$ cat config.mk
export PLATFORM = sky130hd
export DESIGN_NAME = enqueue_arbiter
export DESIGN_NICKNAME = d
export VERILOG_FILES = /design/src/rtl/enqueue_arbiter.sv
export SDC_FILE = /design/constraint.sdc
export NUM_CORES = 1
export LEC_CHECK = 0
export ABC_AREA = 0
export CAP_MARGIN = 20
export CORE_MARGIN = 5
export CORE_UTILIZATION = 34
export CTS_CLUSTER_DIAMETER = 40
export DETAILED_ROUTE_END_ITERATION = 8
export HOLD_SLACK_MARGIN = 0.08
export MAX_ROUTING_LAYER = met4
export PLACE_DENSITY = 0.76
export SETUP_SLACK_MARGIN = 0.5
export SLEW_MARGIN = 20
export SYNTH_ARGS = -nofsm -noshare
export SYNTH_HDL_FRONTEND = slang
export SYNTH_SLANG_ARGS = --single-unit
export TNS_END_PERCENT = 30
$ cat constraint.sdc
create_clock -name clock -period 1.5 [get_ports clock]
set_clock_uncertainty 0.15 [all_clocks]
set_input_delay 0.45 -clock clock [delete_from_list [all_inputs] [get_ports clock]]
set_output_delay 0.45 -clock clock [all_outputs]
set_load 0.05 [all_outputs]
$ cat src/rtl/enqueue_arbiter.sv
// Round-robin arbiter for two level-request producers feeding a shared byte queue.
// Request sampled in IDLE -> one-cycle enqueue/ack next cycle; grants withheld while len_in >= DEPTH.
module enqueue_arbiter #(
  parameter int DEPTH = 8,
  parameter int WIDTH = 8
) (
  input  logic             clock,
  input  logic             reset,
  input  logic             req0_in,
  input  logic [WIDTH-1:0] data0_in,
  output logic             ack0_out,
  input  logic             req1_in,
  input  logic [WIDTH-1:0] data1_in,
  output logic             ack1_out,
  input  logic [3:0]       len_in,
  output logic             enqueue_out,
  output logic [WIDTH-1:0] data_out,
  output logic             grant_id_out,
  output logic             full_out
);

  typedef enum logic [1:0] {
    IDLE    = 2'd0,
    GRANT   = 2'd1,
    RELEASE = 2'd2
  } state_t;

  state_t           state;
  state_t           state_nxt;
  logic             prio;
  logic             prio_nxt;
  logic             win;
  logic             winner_req;
  logic [WIDTH-1:0] data_nxt;
  logic             gid_nxt;

  // Occupancy above DEPTH is treated the same as exactly full.
  assign full_out = (len_in >= 4'(DEPTH));

  always_comb begin
    state_nxt  = state;
    prio_nxt   = prio;
    data_nxt   = data_out;
    gid_nxt    = grant_id_out;
    win        = 1'b0;
    winner_req = grant_id_out ? req1_in : req0_in;

    if (req0_in && req1_in) begin
      win = prio;
    end else begin
      win = req1_in;
    end

    case (state)
      IDLE: begin
        if (!full_out && (req0_in || req1_in)) begin
          state_nxt = GRANT;
          prio_nxt  = ~win;
          data_nxt  = win ? data1_in : data0_in;
          gid_nxt   = win;
        end
      end
      GRANT: begin
        state_nxt = RELEASE;
      end
      RELEASE: begin
        // Only the last winner's request matters here; the other producer waits.
        if (!winner_req) begin
          state_nxt = IDLE;
        end
      end
      default: begin
        state_nxt = IDLE;
      end
    endcase
  end

  always_comb begin
    enqueue_out = 1'b0;
    ack0_out    = 1'b0;
    ack1_out    = 1'b0;
    if (state == GRANT) begin
      enqueue_out = 1'b1;
      ack0_out    = ~grant_id_out;
      ack1_out    = grant_id_out;
    end
  end

  always_ff @(posedge clock) begin
    if (reset) begin
      state        <= IDLE;
      prio         <= 1'b0;
      data_out     <= '0;
      grant_id_out <= 1'b0;
    end else begin
      state        <= state_nxt;
      prio         <= prio_nxt;
      data_out     <= data_nxt;
      grant_id_out <= gid_nxt;
    end
  end

endmodule

==> results by group, run 1 <==
Placed design
  • Post-placement cell area: approximately 1200 um^2
  • GP Congestion: around 0.71
  • DP Wirelength: 1370 um
  • IO Port Bufs: 33

Synthesis
  • Multiplexer share of the synthesized area: roughly 2.0%
  • Syn Nets: a little over 80
  • Synth Cell Area: roughly 580 um^2
  • Syn. warnings: 0
  • Dominant combinational cell family by area after synthesis: compound AO/OA/AOI/OAI gates
  • Top post-synthesis cells by area: dfxtp_1 (42%), a221oi_1 (12%), o32ai_1 (12%), inv_1 (6.5%), buf_6 (3.9%)
  • Simple-Gate Fraction of Synth Area: roughly a tenth
  • Complex-gate fraction of the synthesized area: about a third
  • Mean cell area of the mapped netlist: 9.76 um^2
  • #FFs+latches synth: 12
  • Yosys cell types: 19
  • Register area share after synthesis: between 40% and 50%
  • Synth Area in Adders: 0%
  • Synth area leader: dfxtp_1
  • Gate Count Post-Synth: 59
  • Yosys top cell area share: between 40% and 50%
  • Post-Synth XOR/XNOR Area: 0%

Clock tree
  • TritonCTS Buffers: 3
  • CTS H-tree depth: 1
  • Max clock buf depth: 2
  • CTS Hold Bufs: 0
  • Root buffer cell: clkbuf_4
  • Sink Count: 12

Floorplanning
  • Row count: 14
  • Total I/O pin count: 37
  • Initial Util: between 30% and 40%
  • DIE WIDTH: 51.1 um
  • Die Y: 51.1 um

Run status
  • Status: stopped before the end
  • Exit stage: 5_1_grt
  • Run Error: [ERROR DPL-0038] Utilization greater than 100%, impossible to legalize

GRT
  • Largest net degree at the start of global routing: 13

Timing
  • Worst setup endpoint GRT: ack1_out
  • WEP type: primary output
==> stage by stage <==
step	util (%)	std cells	worst slack [ps]	TNS, ps
floorplan	-	59	-133	-148
global placement	74.2	114	-435	-4750
detailed placement	74.2	114	-457	-4990
CTS	94.5	121	-231	-592
==> synth_stat cells (all sizes together) <==
cell and n:
dfxtp 12, inv 10, a221oi 8, o32ai 8, a21oi 3, buf 3, a21bo 2, clkbuf 2
nand3b 2, nor2 2, a311oi 1, and2 1, and2b 1, mux2 1, nand2b 1, nor3 1
o21ai 1
==> repair_timing <==
action                                  CTS
gates cloned                              1
endpoints found under the setup margin   25
resized for setup                        61
pin swaps                                15
setup buffers                             2
==> logic make-up after synthesis <==
family | Yosys count
AOI/OAI and AO/OA | 23
buffers and inverters | 15
DFF | 12
and+or+nand+nor | 8
muxes | 1
==> inputs of run 2 (changes only) <==
--- a/config.mk
+++ b/config.mk
@@ -7,14 +7,10 @@
 export LEC_CHECK = 0
 export ABC_AREA = 0
 export CAP_MARGIN = 20
-export CORE_MARGIN = 5
-export CORE_UTILIZATION = 34
-export CTS_CLUSTER_DIAMETER = 40
+export CORE_AREA = 5 5 66 68
 export DETAILED_ROUTE_END_ITERATION = 8
-export HOLD_SLACK_MARGIN = 0.08
-export MAX_ROUTING_LAYER = met4
-export PLACE_DENSITY = 0.76
-export SETUP_SLACK_MARGIN = 0.5
+export DIE_AREA = 0 0 71 73
+export PLACE_DENSITY_LB_ADDON = 0.15
 export SLEW_MARGIN = 20
 export SYNTH_ARGS = -nofsm -noshare
 export SYNTH_HDL_FRONTEND = slang
==> run 2 against run 1 <==
  * The flow now finishes, with violations (setup timing)
  * Synthesized cell count stayed put
  * Area after synthesis stayed put
==> results by group, run 2 <==
Worst setup path
  • CP required: 900 ps
  • CP arrival: 1070 ps
  • Startpoint types: register
  • Critical path depth in cells: 4
  • Worst path cell trace: nand2b_4, clkinvlp_4, and2_4, buf_12
  • CP max-delay cell: dfxtp_2
  • Crit. End Element: primary output
  • Cell count of the worst reg-to-reg path: 5
  • CP max stage delay: between 300 and 400 ps
  • Worst Path Max Fanout: 3
  • Bufs and invs on worst path: 2
  • Crit path max-delay family: flip-flops
  • Worst setup path class: register to primary output

GRT
  • First-pass GRT wire length: 3110 um
  • GRT overflow: 0
  • Initial antenna violation count: 0
  • Largest net degree at the start of global routing: 13
  • Total GRT Usage: about 7.5%
  • Vias in the first global route: between 600 and 700

Job
  • Max cap viols: 0

Synthesis
  • Yosys cell types: 19 (unchanged)
  • EDFF count, synth: 0 (unchanged)
  • Syn. warnings: 0 (unchanged)
  • Multiplexer share of the synthesized area: 1.96% (unchanged)
  • Complex-gate fraction of the synthesized area: 33.5% (unchanged)
  • Top-count cell post-synth: dfxtp_1 (unchanged)
  • List of most frequent post-synthesis cells: dfxtp_1 (12), inv_1 (10), a221oi_1 (8), o32ai_1 (8), a21oi_1 (3) (unchanged)
  • Most common flop cell mapped by yosys: dfxtp_1 (unchanged)
  • Synth Cell Area: 576 um^2 (unchanged)
  • Simple-Gate Fraction of Synth Area: 10.2% (unchanged)
  • Dominant combinational cell family by area after synthesis: compound AO/OA/AOI/OAI gates (unchanged)
  • Synth Area in Adders: 0% (unchanged)
  • Synth area leader: dfxtp_1 (unchanged)
  • Top post-synthesis cells by area: dfxtp_1 (42%), a221oi_1 (12%), o32ai_1 (12%), inv_1 (6.5%), buf_6 (3.9%) (unchanged)
  • Gate Count Post-Synth: 59 (unchanged)
  • Post-Synth XOR/XNOR Area: 0% (unchanged)
  • Register area share after synthesis: 41.7% (unchanged)
  • Mean cell area of the mapped netlist: 9.76 um^2 (unchanged)
  • Ys async rst share: 0% (unchanged)
  • Yosys top cell area share: 41.7% (unchanged)
  • Syn Nets: 83 (unchanged)
  • #FFs+latches synth: 12 (unchanged)

Floorplanning
  • DIE AREA: approximately 5200 um^2
  • Initial Util: 15.2% (was 36.9%)
  • Total I/O pin count: 37 (unchanged)
  • Core Region: 3800 um^2
  • Row count: 23 (was 14)
  • DIE WIDTH: 71 um (was 51.1 um)
  • Die Y: 73 um (was 51.1 um)

Clock tree
  • Clock latency on the worst-skew pair: about 230 ps
  • Sink Count: 12 (unchanged)
  • CTS clk-pin slew, worst paths: 50 ps
  • TritonCTS Buffers: 3 (unchanged)
  • CTS tree: built
  • CTS Hold Bufs: 0 (unchanged)
  • Max clock buf depth: 2 (unchanged)
  • CTS H-tree depth: 1 (unchanged)
  • Root buffer cell: clkbuf_8 (was clkbuf_4)

Timing
  • Final hold viol count: 0
  • Maximum clock frequency: about 600 MHz
  • Worst-margin pin slew: approximately 300 ps
  • Max-slew violation total from the final report: 0
  • Finish-stage setup viols: 3
  • Min Hold Slack: between 300 and 400 ps
  • RSZ-0062 raised after global routing: true
  • Final worst slack: -166 ps
  • Setup Total Neg Slack: -386 ps
  • Tcrit/Tclk final: 111%
  • Post-route minimum period: ~1700 ps
  • Tightest slew margin relative to the limit: between 70% and 80%

Drt
  • DR DRC count: 0
  • Vias: 615
  • 1st-iter DRT viols: 23
  • Via/cell ratio: between 4 and 5
  • Final ANT Viol Nets: 0
  • Avg WL per Cell: approximately 12 um
  • Total Wirelength: 1870 um
  • Pre-antenna DRT Iters: 2

Cells and area
  • Max reg flops: 8
  • Biggest register: data_out
  • Fillers: slightly above 400
  • Diode count: 0
  • FF+latch area: ~250 um^2
  • Top flop regs: data_out (8), state (2)
  • Most common cell after layout, fill and taps aside: clkdlybuf4s50_1
  • Final Util: approximately a third
  • Area Growth Syn to Fin: 118%
  • Final nets: roughly 130
  • Final cell count without fillers: 152
  • Most frequent cells in the layout: clkdlybuf4s50_1 (17), buf_12 (13), buf_4 (10)
  • Multi-input logic area: 324 um^2
  • Layout cell share with drive strength beyond 1: 46.1%

Pwr
  • LEAKAGE: between 0.4 and 0.5 nW
  • Max IR drop VDD: between 0.0005 and 0.0006 V
  • Pwr dens: around 890 nW/um^2

Run status
  • Failing checks: setup timing
  • Status: finished with violations (was stopped before the end)

Placed design
  • Worst slack, placed: -519 ps (was -457 ps)
  • Placed cell count: 145 (was 114)
  • DP Wirelength: 1470 um (was 1370 um)
  • GP Congestion: 0.655 (was 0.714)
  • IO Port Bufs: 33 (unchanged)

Worst hold path
  • Hold path depth: 2
  • Worst Hold Class: register to register
## run 2: cell counts after synthesis
No cell type changed its count.
## run 2: report_power, final
part           switching [W]  internal (W)  leakage [nW]
logic               0.000190      0.000213         0.341
clock network       0.000114      0.000231        0.0288
registers          0.0000296      0.000346         0.101
total               0.000333      0.000791         0.471
## run 2: layer usage
metal  vias up  GRT usage (%)  wire (um)
li1        311              -          -
met4         0           1.88         17
met1       284           9.36        795
met3         2           3.03        111
met5         -              0          0
met2        18           12.2        942
## run 2: logic make-up after synthesis
family	after synthesis
and+or+nand+nor	8
AOI/OAI and AO/OA	23
DFF	12
muxes	1
buffers and inverters	15
## run 2: through the flow
stage / instance area, um^2 / total power (W)
2_1_floorplan: 593 / 0.000555
3_3_place_gp: 1140 / 0.000766
3_5_place_dp: 1140 / 0.000765
4_1_cts: 1220 / 0.00112
5_1_grt: 1260 / 0.00118
6_report: 1260 / 0.00112
## run 2: cell type report
cell class                 instances  share of cell area (%)
clock buffer                       4                    4.38
tap                               50                    4.98
sequential                        12                    19.6
timing repair buffer              43                    42.0
multi-input combinational         33                    25.8
inverter                          10                    3.28
## run 2: worst reg2reg max path: stages, from the launching register on
cell and delay [ps]:
dfxtp_2 310, buf_4 140, nor3_4 130, buf_4 230, a21oi_1 90, a311oi_1 240
## run 2: path summary, 6_finish.rpt
kind | end | startpoint | slack [ps]
setup / recovery | ack1_out | state[1] | -170
hold / removal | data_out[4] | data_out[4] | 350
setup reg to reg | prio | state[1] | 130
hold reg to reg | data_out[4] | data_out[4] | 350
## run 2: timing repair
action	in CTS	in global routing
gates cloned	1	0
gates resized for setup	13	5
buffers inserted	1	1
setup endpoints to repair	15	11
pin swaps	0	1
Power figures use the tool's default switching activity.
==> inputs of run 3 (changes only) <==
--- a/config.mk
+++ b/config.mk
@@ -10,7 +10,7 @@
 export CORE_AREA = 5 5 66 68
 export DETAILED_ROUTE_END_ITERATION = 8
 export DIE_AREA = 0 0 71 73
-export PLACE_DENSITY_LB_ADDON = 0.15
+export PLACE_DENSITY = 0.43
 export SLEW_MARGIN = 20
 export SYNTH_ARGS = -nofsm -noshare
 export SYNTH_HDL_FRONTEND = slang
==> run 3 against run 2 <==
  * The flow still finishes with violations (setup timing)
  * Largest cell class unchanged
  * Register-to-register slack barely moved
  * Utilization is 0.99 points lower
  * Highest routed layer unchanged
  * Sequential share of layout area grew 0.40 points
  * Maximum frequency decreased by 0.64%
  * Worst setup slack got worse by 11 ps
  * Wire length rose by 5.5%
  * Die area unchanged
  * First-iteration DRC count is 43% lower
==> results by group, run 3 (synthesized netlist as in run 2, its figures left out) <==
Worst setup path
  • Critical path depth in cells: 4 (unchanged)
  • CP arrival: 1080 ps (was 1070 ps)
  • Crit. End Element: primary output (unchanged)
  • CP required: 900 ps (about the same)
  • CP max stage delay: 320 ps (about the same)
  • Worst setup path class: register to primary output (unchanged)
  • CP max-delay cell: dfxtp_2 (unchanged)
  • Startpoint types: register (unchanged)
  • Bufs and invs on worst path: 2 (unchanged)
  • Cell count of the worst reg-to-reg path: 5 (unchanged)
  • Worst path cell trace: nand2b_4, clkinvlp_4, and2_4, buf_12 (unchanged)
  • Worst Path Max Fanout: 3 (unchanged)
  • Crit path max-delay family: flip-flops (unchanged)

Floorplanning
  • Core Region: 3800 um^2 (unchanged)
  • DIE AREA: 5180 um^2 (unchanged)
  • Row count: 23 (unchanged)
  • Total I/O pin count: 37 (unchanged)
  • DIE WIDTH: 71 um (unchanged)
  • Die Y: 73 um (unchanged)
  • Initial Util: 15.2% (unchanged)

GRT
  • Largest net degree at the start of global routing: 13 (unchanged)
  • Initial antenna violation count: 0 (unchanged)
  • GRT overflow: 0 (unchanged)
  • Total GRT Usage: 8.18% (was 7.52%)
  • First-pass GRT wire length: 3330 um (was 3110 um)
  • Vias in the first global route: 696 (was 680)

Pwr
  • LEAKAGE: 0.458 nW (was 0.471 nW)
  • Pwr dens: 871 nW/um^2 (was 894 nW/um^2)
  • Max IR drop VDD: 0.000284 V (was 0.000559 V)
  • Post-layout power: 0.00106 W (was 0.00112 W)

Cells and area
  • Top flop regs: data_out (8), state (2) (unchanged)
  • Final nets: 127 (unchanged)
  • Max reg flops: 8 (unchanged)
  • Multi-input logic area: 303 um^2 (was 324 um^2)
  • Final Util: 32.1% (was 33.1%)
  • Diode count: 0 (unchanged)
  • Layout cell share with drive strength beyond 1: 42.6% (was 46.1%)
  • Biggest register: data_out (unchanged)
  • Most common cell after layout, fill and taps aside: clkdlybuf4s50_1 (unchanged)
  • FF+latch area: 244 um^2 (was 246 um^2)
  • Fillers: 400 (was 403)
  • Area Growth Syn to Fin: 112% (was 118%)
  • Most frequent cells in the layout: clkdlybuf4s50_1 (17), buf_12 (13), buf_4 (10) (unchanged)

Clock tree
  • Clock latency on the worst-skew pair: 240 ps (was 230 ps)
  • CTS clk-pin slew, worst paths: 50 ps (about the same)
  • CTS H-tree depth: 1 (unchanged)
  • Max clock buf depth: 2 (unchanged)
  • Sink Count: 12 (unchanged)
  • CTS tree: built (unchanged)
  • TritonCTS Buffers: 3 (unchanged)
  • CTS Hold Bufs: 0 (unchanged)
  • Root buffer cell: clkbuf_8 (unchanged)

Timing
  • Worst-margin pin slew: 293 ps (was 301 ps)
  • RSZ-0062 raised after global routing: true (unchanged)
  • Min Hold Slack: 360 ps (was 348 ps)
  • Tcrit/Tclk final: 112% (was 111%)
  • Max-slew violation total from the final report: 0 (unchanged)
  • Final hold viol count: 0 (unchanged)
  • Post-route minimum period: 1680 ps (was 1670 ps)
  • Tightest slew margin relative to the limit: 80.4% (was 79.8%)
  • Finish-stage setup viols: 3 (unchanged)
  • Final worst slack: -176 ps (was -166 ps)
  • Maximum clock frequency: 596 MHz (was 600 MHz)
  • Setup Total Neg Slack: -407 ps (was -386 ps)

Worst hold path
  • Worst Hold Class: register to register (unchanged)
  • Hold path depth: 2 (unchanged)

Drt
  • Via/cell ratio: 4.19 (was 4.05)
  • Vias: 632 (was 615)
  • Avg WL per Cell: 13.0 um (was 12.3 um)
  • DR DRC count: 0 (unchanged)
  • Final ANT Viol Nets: 0 (unchanged)
  • Pre-antenna DRT Iters: 4 (was 2)
  • 1st-iter DRT viols: 13 (was 23)
  • Total Wirelength: 1970 um (was 1870 um)

Run status
  • Status: finished with violations (unchanged)
  • Failing checks: setup timing (unchanged)

Placed design
  • GP Congestion: 0.643 (was 0.655)
  • IO Port Bufs: 33 (unchanged)
  • DP Wirelength: 1500 um (was 1470 um)

Job
  • Max cap viols: 0 (unchanged)
[run 3: repair_timing]
item,4_1_cts,5_1_grt
setup endpoints to repair,14,8
hold endpoints to repair,0,0
cloned,1,0
setup buffers,1,1
resized for setup,11,3
pin swaps,0,1
[run 3: layer usage]
metal  global-route usage (%)  vias up  part of all wire, %
met4                     3.76        0                 0.76
met5                        0        -                    0
met1                     10.3      301                   43
met3                     1.93        2                  4.0
li1                         -      309                    -
met2                     13.2       20                   52
[run 3: report_power, final]
| part | total, W | switching [W] | internal [W] | leakage [nW] |
|---|---|---|---|---|
| logic | 0.000394 | 0.000186 | 0.000208 | 0.336 |
| clock network | 0.000290 | 0.000114 | 0.000177 | 0.0216 |
| registers | 0.000379 | 0.0000311 | 0.000347 | 0.100 |
[run 3: path summary, 6_finish.rpt]
path               start          end  slack (ps)
max             state[1]     ack1_out        -180
min          data_out[2]  data_out[2]         360
max reg2reg     state[1]         prio         130
min reg2reg  data_out[2]  data_out[2]         360
[run 3: cell type report]
cell class	instances	share of cell area, %
repair buffers	43	43.3
multi-input cells	33	24.8
flip-flops and latches	12	20.0
well taps	50	5.13
clock buffers	3	3.38
inverters	10	3.38
[run 3: stage by stage]
stage,area [um^2],std cells,setup slack (ps)
final,1220,151,-176
after detailed placement,1140,145,-534
after floorplan,593,59,-133
after global routing,1220,151,-237
after global placement,1140,145,-463
after CTS,1200,150,-191
[run 3: worst reg2reg max path, cell delays in order, from the launching register on]
cell and delay, ps:
dfxtp_2 310, buf_4 130, nor3_4 140, buf_4 220, a21oi_1 90, a311oi_1 230
